### config.mk
export PLATFORM = sky130hd
export DESIGN_NAME = wqe_segmenter_flat
export DESIGN_NICKNAME = d
export VERILOG_FILES = /design/src/rtl/wqe_fmt_pkg.sv /design/src/rtl/wqe_segmenter_if.sv /design/src/rtl/wqe_seg_calc.sv /design/src/rtl/wqe_segmenter.sv /design/src/flat_wrapper.sv
export SDC_FILE = /design/constraint.sdc
export NUM_CORES = 1
export LEC_CHECK = 0
export ABC_AREA = 1
export CORE_AREA = 2 2 285 287
export CTS_CLUSTER_SIZE = 20
export DETAILED_ROUTE_END_ITERATION = 12
export DIE_AREA = 0 0 287 289
export PLACE_DENSITY_LB_ADDON = 0.2
export SYNTH_ARGS = -nofsm -noshare
export SYNTH_HDL_FRONTEND = slang
export SYNTH_SLANG_ARGS = --single-unit
### constraint.sdc
create_clock -name clk -period 8.5 [get_ports clk]
set_clock_uncertainty 0.2 [all_clocks]
set_input_delay 1.275 -clock clk [delete_from_list [all_inputs] [get_ports clk]]
set_output_delay 1.275 -clock clk [all_outputs]
set_load 0.1 [all_outputs]
### src/rtl/wqe_fmt_pkg.sv
// Shared WQE layout, opcode constants and segmenter state encoding.
// The WQE cache takes its QPID/WRID offsets from here as well.
package wqe_fmt_pkg;

  localparam int WRID_LSB   = 0;
  localparam int WRID_MSB   = 63;
  localparam int RADDR_LSB  = 64;
  localparam int RADDR_MSB  = 127;
  localparam int LADDR_LSB  = 128;
  localparam int LADDR_MSB  = 191;
  localparam int LEN_LSB    = 192;
  localparam int LEN_MSB    = 223;
  localparam int OPCODE_LSB = 224;
  localparam int OPCODE_MSB = 231;
  localparam int QPID_LSB   = 328;

  localparam logic [7:0] OP_SEND       = 8'h00;
  localparam logic [7:0] OP_SEND_IMM   = 8'h01;
  localparam logic [7:0] OP_RDMA_WRITE = 8'h08;
  localparam logic [7:0] OP_RDMA_READ  = 8'h10;

  typedef enum logic [1:0] {
    ST_IDLE = 2'd0,
    ST_WAIT = 2'd1,
    ST_SEG  = 2'd2
  } state_t;

endpackage

### src/rtl/wqe_segmenter_if.sv
// Cache read port and packet-descriptor port of the WQE segmenter.
interface wqe_segmenter_if #(
  parameter int WQE_WIDTH    = 512,
  parameter int QP_PTR_WIDTH = 4,
  parameter int MTU_LOG2     = 12
);
  logic                    i_wqe_cache_empty;
  logic                    o_wqe_cache_rd;
  logic                    i_wqe_val;
  logic [WQE_WIDTH-1:0]    i_wqe;

  // Descriptor transfers on a cycle where o_pkt_val & i_pkt_rdy; while val is
  // high and rdy low all o_pkt_* fields hold; rdy without val means nothing.
  logic                    o_pkt_val;
  logic                    i_pkt_rdy;
  logic [QP_PTR_WIDTH-1:0] o_pkt_qpn;
  logic [7:0]              o_pkt_opcode;
  logic [63:0]             o_pkt_laddr;
  logic [63:0]             o_pkt_raddr;
  logic [MTU_LOG2:0]       o_pkt_len;
  logic                    o_pkt_first;
  logic                    o_pkt_last;
  logic [63:0]             o_pkt_wrid;

  modport master (
    input  i_wqe_cache_empty, i_wqe_val, i_wqe, i_pkt_rdy,
    output o_wqe_cache_rd, o_pkt_val, o_pkt_qpn, o_pkt_opcode, o_pkt_laddr,
           o_pkt_raddr, o_pkt_len, o_pkt_first, o_pkt_last, o_pkt_wrid
  );

  modport slave (
    output i_wqe_cache_empty, i_wqe_val, i_wqe, i_pkt_rdy,
    input  o_wqe_cache_rd, o_pkt_val, o_pkt_qpn, o_pkt_opcode, o_pkt_laddr,
           o_pkt_raddr, o_pkt_len, o_pkt_first, o_pkt_last, o_pkt_wrid
  );
endinterface

### src/rtl/wqe_seg_calc.sv
// Segment length, last flag and post-segment remainder/addresses for one MTU step.
module wqe_seg_calc #(
  parameter int MTU_LOG2 = 12
) (
  input  logic [31:0]       rem,
  input  logic [63:0]       laddr,
  input  logic [63:0]       raddr,
  output logic [MTU_LOG2:0] len,
  output logic              last,
  output logic [31:0]       rem_nxt,
  output logic [63:0]       laddr_nxt,
  output logic [63:0]       raddr_nxt
);
  localparam logic [31:0] MTU_BYTES = 32'(1) << MTU_LOG2;

  assign last      = (rem <= MTU_BYTES);
  assign len       = last ? rem[MTU_LOG2:0] : MTU_BYTES[MTU_LOG2:0];
  // len never exceeds rem, so the remainder cannot underflow.
  assign rem_nxt   = rem - 32'(len);
  assign laddr_nxt = laddr + 64'(len);
  assign raddr_nxt = raddr + 64'(len);
endmodule

### src/rtl/wqe_segmenter.sv
// Pops one WQE from the cache and emits it as a run of MTU-sized packet descriptors.
module wqe_segmenter
  import wqe_fmt_pkg::*;
#(
  parameter int WQE_WIDTH    = 512,
  parameter int QP_PTR_WIDTH = 4,
  parameter int MTU_LOG2     = 12
) (
  input  logic  clk,
  input  logic  rst_n,
  wqe_segmenter_if.master bus,
  output logic  o_busy,
  output state_t state_dbg
);
  state_t                  state_q, state_d;
  logic                    rd_q, rd_d;
  logic                    load, advance;
  logic [31:0]             rem_q;
  logic [63:0]             laddr_q, raddr_q, wrid_q;
  logic [7:0]              opcode_q;
  logic [QP_PTR_WIDTH-1:0] qpn_q;
  logic                    first_q;

  logic [MTU_LOG2:0]       seg_len;
  logic                    seg_last;
  logic [31:0]             rem_nxt;
  logic [63:0]             laddr_nxt, raddr_nxt;
  logic                    seg;
  logic                    unused_wqe_bits;

  assign unused_wqe_bits = ^{bus.i_wqe[QPID_LSB-1:OPCODE_MSB+1],
                             bus.i_wqe[WQE_WIDTH-1:QPID_LSB+QP_PTR_WIDTH]};

  wqe_seg_calc #(.MTU_LOG2(MTU_LOG2)) u_calc (
    .rem       (rem_q),
    .laddr     (laddr_q),
    .raddr     (raddr_q),
    .len       (seg_len),
    .last      (seg_last),
    .rem_nxt   (rem_nxt),
    .laddr_nxt (laddr_nxt),
    .raddr_nxt (raddr_nxt)
  );

  always_comb begin
    state_d = state_q;
    rd_d    = 1'b0;
    load    = 1'b0;
    advance = 1'b0;
    case (state_q)
      ST_IDLE: begin
        if (!bus.i_wqe_cache_empty) begin
          rd_d    = 1'b1;
          state_d = ST_WAIT;
        end
      end
      ST_WAIT: begin
        if (bus.i_wqe_val) begin
          load    = 1'b1;
          state_d = ST_SEG;
        end
      end
      ST_SEG: begin
        if (bus.i_pkt_rdy) begin
          advance = 1'b1;
          // Always return through IDLE, so the next read trails the last handshake.
          if (seg_last) state_d = ST_IDLE;
        end
      end
      default: state_d = ST_IDLE;
    endcase
  end

  always_ff @(posedge clk or negedge rst_n) begin
    if (!rst_n) begin
      state_q <= ST_IDLE;
      rd_q    <= 1'b0;
    end else begin
      state_q <= state_d;
      rd_q    <= rd_d;
    end
  end

  always_ff @(posedge clk or negedge rst_n) begin
    if (!rst_n) begin
      rem_q    <= '0;
      laddr_q  <= '0;
      raddr_q  <= '0;
      wrid_q   <= '0;
      opcode_q <= '0;
      qpn_q    <= '0;
      first_q  <= 1'b0;
    end else if (load) begin
      rem_q    <= bus.i_wqe[LEN_MSB:LEN_LSB];
      laddr_q  <= bus.i_wqe[LADDR_MSB:LADDR_LSB];
      raddr_q  <= bus.i_wqe[RADDR_MSB:RADDR_LSB];
      wrid_q   <= bus.i_wqe[WRID_MSB:WRID_LSB];
      opcode_q <= bus.i_wqe[OPCODE_MSB:OPCODE_LSB];
      qpn_q    <= bus.i_wqe[QPID_LSB +: QP_PTR_WIDTH];
      first_q  <= 1'b1;
    end else if (advance) begin
      rem_q    <= rem_nxt;
      laddr_q  <= laddr_nxt;
      raddr_q  <= raddr_nxt;
      first_q  <= 1'b0;
    end
  end

  // Descriptor fields are forced to zero outside SEG so idle/reset outputs read 0.
  assign seg              = (state_q == ST_SEG);
  assign bus.o_wqe_cache_rd = rd_q;
  assign bus.o_pkt_val    = seg;
  assign bus.o_pkt_qpn    = seg ? qpn_q    : '0;
  assign bus.o_pkt_opcode = seg ? opcode_q : '0;
  assign bus.o_pkt_laddr  = seg ? laddr_q  : '0;
  assign bus.o_pkt_raddr  = seg ? raddr_q  : '0;
  assign bus.o_pkt_len    = seg ? seg_len  : '0;
  assign bus.o_pkt_first  = seg & first_q;
  assign bus.o_pkt_last   = seg & seg_last;
  assign bus.o_pkt_wrid   = seg ? wrid_q   : '0;
  assign o_busy           = (state_q != ST_IDLE);
  assign state_dbg        = state_q;
endmodule

### src/flat_wrapper.sv
// flat-port wrapper written by rule: the top's interface ports become plain ports
module wqe_segmenter_flat import wqe_fmt_pkg::*;
#(
  parameter int WQE_WIDTH    = 512,
  parameter int QP_PTR_WIDTH = 4,
  parameter int MTU_LOG2     = 12
)
  (clk, rst_n, o_busy, state_dbg, bus_i_wqe_cache_empty, bus_i_wqe_val, bus_i_wqe, bus_i_pkt_rdy, bus_o_wqe_cache_rd, bus_o_pkt_val, bus_o_pkt_qpn, bus_o_pkt_opcode, bus_o_pkt_laddr, bus_o_pkt_raddr, bus_o_pkt_len, bus_o_pkt_first, bus_o_pkt_last, bus_o_pkt_wrid);
  wqe_segmenter_if #(.WQE_WIDTH(WQE_WIDTH), .QP_PTR_WIDTH(QP_PTR_WIDTH), .MTU_LOG2(MTU_LOG2)) bus_i ();
  input  logic clk;
  input  logic rst_n;
  output logic o_busy;
  output state_t state_dbg;
  input wire logic [$bits(bus_i.i_wqe_cache_empty)-1:0] bus_i_wqe_cache_empty;
  input wire logic [$bits(bus_i.i_wqe_val)-1:0] bus_i_wqe_val;
  input wire logic [$bits(bus_i.i_wqe)-1:0] bus_i_wqe;
  input wire logic [$bits(bus_i.i_pkt_rdy)-1:0] bus_i_pkt_rdy;
  output wire logic [$bits(bus_i.o_wqe_cache_rd)-1:0] bus_o_wqe_cache_rd;
  output wire logic [$bits(bus_i.o_pkt_val)-1:0] bus_o_pkt_val;
  output wire logic [$bits(bus_i.o_pkt_qpn)-1:0] bus_o_pkt_qpn;
  output wire logic [$bits(bus_i.o_pkt_opcode)-1:0] bus_o_pkt_opcode;
  output wire logic [$bits(bus_i.o_pkt_laddr)-1:0] bus_o_pkt_laddr;
  output wire logic [$bits(bus_i.o_pkt_raddr)-1:0] bus_o_pkt_raddr;
  output wire logic [$bits(bus_i.o_pkt_len)-1:0] bus_o_pkt_len;
  output wire logic [$bits(bus_i.o_pkt_first)-1:0] bus_o_pkt_first;
  output wire logic [$bits(bus_i.o_pkt_last)-1:0] bus_o_pkt_last;
  output wire logic [$bits(bus_i.o_pkt_wrid)-1:0] bus_o_pkt_wrid;
  assign bus_i.i_wqe_cache_empty = bus_i_wqe_cache_empty;
  assign bus_i.i_wqe_val = bus_i_wqe_val;
  assign bus_i.i_wqe = bus_i_wqe;
  assign bus_i.i_pkt_rdy = bus_i_pkt_rdy;
  assign bus_o_wqe_cache_rd = bus_i.o_wqe_cache_rd;
  assign bus_o_pkt_val = bus_i.o_pkt_val;
  assign bus_o_pkt_qpn = bus_i.o_pkt_qpn;
  assign bus_o_pkt_opcode = bus_i.o_pkt_opcode;
  assign bus_o_pkt_laddr = bus_i.o_pkt_laddr;
  assign bus_o_pkt_raddr = bus_i.o_pkt_raddr;
  assign bus_o_pkt_len = bus_i.o_pkt_len;
  assign bus_o_pkt_first = bus_i.o_pkt_first;
  assign bus_o_pkt_last = bus_i.o_pkt_last;
  assign bus_o_pkt_wrid = bus_i.o_pkt_wrid;
  wqe_segmenter #(.WQE_WIDTH(WQE_WIDTH), .QP_PTR_WIDTH(QP_PTR_WIDTH), .MTU_LOG2(MTU_LOG2)) u_core (.clk(clk), .rst_n(rst_n), .bus(bus_i), .o_busy(o_busy), .state_dbg(state_dbg));
endmodule
==> out/results.tsv <==
metric	value	unit
outcome	finished clean	
htreeDepth	2	
critPathKind	reg -> out	
crit_required	7.03	ns
routed_wl	99000	um
firstDrtPassIters	7	
synthesis.nets	3285	
num_io_pins	741	
critical-path-slowest-cell	clkdlybuf4s50_1	
ir_drop	0.245	mV
post_cts_buffers	0	
final_hold_viol_count	0	
power.leakage	10.5	nW
layout_commonest_cell	nand2_1	
crit_buf_inv	3	
numCtsBuffers	36	
maxSlewHeadroom	0.218	
slew_viol_final	0	
critical_path_arrival	4.43	ns
nFillCells	8985	
via_count	20100	
antenna_found_initial	23	
mostFrequentLayoutCells	622 x nand2_1, 476 x nor2_1, 455 x clkdlybuf4s50_1	
clkSinkCount	240	
grt_pass1_vias	19900	
gp_congestion	1.03	
start_util	0.220	
rsz0062_at_grt	no	
detail_route.vias_per_cell	4.74	
fp-row-count	104	
clock_latency	0.57	ns
cp-end-kind	output port	
area_growth	38.5	%
seq_area_frac_synth	0.342	
postCtsHoldBufs	0	
finalSetupViolations	0	
crit_chain	inv_1, nand2_1, nor2_1, nand2_1, nand2_1, nand2_4, nor2_1, inv_1, nor2_1, clkdlybuf4s50_1	
layout-drive-gt1-share	0.0382	
worstMarginPinSlew	1.17	ns
holdWs	0.304	ns
synth_area_per_cell	6.42	um^2
die_w	287	um
portBuffers	464	
fin_crit_sh	0.694	
coreArea	0.0799	mm^2
cts_tree	done	
async_flop_share	1.00	
cts_resized	0	
clkTransAtPathRegs	0.06	ns
cp-start-kind	flip-flop	
p_per_area	375	mW/mm^2
synth-edff-count	0	
grt_pass1_wl	140000	um
drv_cap	0	
synth_cell_type_count	55	
path_max_fanout	36	
die_area	0.0829	mm^2
drt_iter0_markers	1500	
cpPeakStageDelay	1.25	ns
wire_per_inst	23.4	um
syn_area	0.0176	mm^2
fin_setup_tns	0	ns
synth_seq_cells	240	
hp-class	reg -> reg	
grt_max_degree	117	
ys.flop_type	dfrtp_1	
crit_family	buffers and inverters	
route.detailed.drc	0	
clockBufferDepth	3	
grt_use_total	0.233	
final_nets	3693	
hpwlAfterDp	78300	um
root_buffer	clkbuf_16	
die_y	289	um
ant_nets	0	
yosys_warnings	0	
layout_min_cycle_time	5.90	ns
max_freq	169	MHz
overflow	0	
syn_inst	2739	
-- worst min-delay path, delay by kind of cell, from the launching register on --
| family | cells | cell delay, ns |
|---|---|---|
| simple gates | 2 | 0.11 |
| flops | 1 | 0.36 |
-- logic make-up after synthesis --
| group | after synthesis | synth area share |
|---|---|---|
| AOI/OAI and AO/OA | 467 | 0.156 |
| xor gates and xnor gates | 46 | 0.0229 |
| adders and majority gates | 29 | 0.0215 |
| buffers and inverters | 517 | 0.115 |
| DFF | 240 | 0.342 |
| other | 1 | 0.000213 |
| and+or+nand+nor | 1439 | 0.343 |
-- stage by stage --
step | utilization | instances | worst slack, ns | cell area [um^2] | total power (W)
6_report | 0.305 | 4234 | 2.60 | 24400 | 0.00913
5_1_grt | 0.305 | 4228 | 2.47 | 24300 | 0.00969
4_1_cts | 0.305 | 4228 | 2.62 | 24300 | 0.00918
3_5_place_dp | 0.291 | 4169 | 3.24 | 23200 | 0.00761
3_3_place_gp | 0.291 | 4169 | 3.22 | 23200 | 0.00760
2_1_floorplan | - | 2739 | 1.76 | 17600 | 0.00588
-- layout make-up --
cell class,count,area (um^2),area share
multi-input cells,1982,9580,0.393
diodes,6,15.0,0.000616
repair buffers,482,4760,0.196
well taps,1060,1330,0.0544
clock buffers,53,1030,0.0425
flip-flops and latches,240,6010,0.247
inverters,405,1540,0.0630
clock inverters,6,97.6,0.00401
-- registers in the layout, indices dropped and copies added, names as in the netlist --
signal,flops
u_core.state_dbg,2
u_core.wrid_q,64
u_core.bus.o_wqe_cache_rd,1
u_core.laddr_q,64
u_core.qpn_q,4
u_core.raddr_q,64
u_core.rem_q,32
u_core.first_q,1
u_core.opcode_q,8
-- report_power, final --
group | switching (W) | leakage [nW] | internal, W
registers | 0.000498 | 3.00 | 0.00166
clock network | 0.000624 | 0.550 | 0.000899
logic | 0.00413 | 6.96 | 0.00132
total | 0.00526 | 10.5 | 0.00388
-- routing by layer --
| metal | global-route usage | vias to the layer above | wire length, um |
|---|---|---|---|
| met5 | 0 | - | 174 |
| met4 | 0.0604 | 30 | 2440 |
| met3 | 0.0924 | 133 | 10800 |
| met2 | 0.351 | 751 | 41600 |
| met1 | 0.308 | 9503 | 43900 |
| li1 | - | 9656 | - |
-- Yosys cell counts (all sizes together), types with 2 or more instances --
library cell    n  area share
o21bai          6      0.0026
o41ai           4      0.0031
fa              2      0.0023
xnor2           2      0.0010
o211ai         46       0.020
nor4           19      0.0068
o22ai          46       0.016
ha             27       0.019
o221ai         28       0.014
a21oi          88       0.027
a21o            3      0.0013
nand3         184       0.053
nor2          485        0.11
o21ai         239       0.069
buf            27      0.0083
nand4          55       0.020
or2            11      0.0039
nor3           47       0.014
inv           404       0.086
nand2         630        0.14
a31oi           3      0.0011
dfrtp         240        0.34
xor2           44       0.022
nand3b          4      0.0017
clkbuf         84       0.020
-- path summary, 6_finish.rpt --
path | startpoint | end | slack (ns) | cells after the start
worst max-delay path | u_core.rem_q[0]$_DFFE_PN0P_ | bus_o_pkt_len[4] | 2.60 | 10
worst min-delay path | u_core.rem_q[28]$_DFFE_PN0P_ | u_core.rem_q[28]$_DFFE_PN0P_ | 0.30 | 2
worst max register to register | u_core.rem_q[0]$_DFFE_PN0P_ | u_core.raddr_q[38]$_DFFE_PN0P_ | 3.45 | 22
worst min register to register | u_core.rem_q[28]$_DFFE_PN0P_ | u_core.rem_q[28]$_DFFE_PN0P_ | 0.30 | 2
max in group asynchronous | rst_n | u_core.laddr_q[36]$_DFFE_PN0P_ | 6.23 | 2
min in group asynchronous | rst_n | u_core.opcode_q[7]$_DFFE_PN0P_ | 0.45 | 1
(Power assumes the default switching activity.)
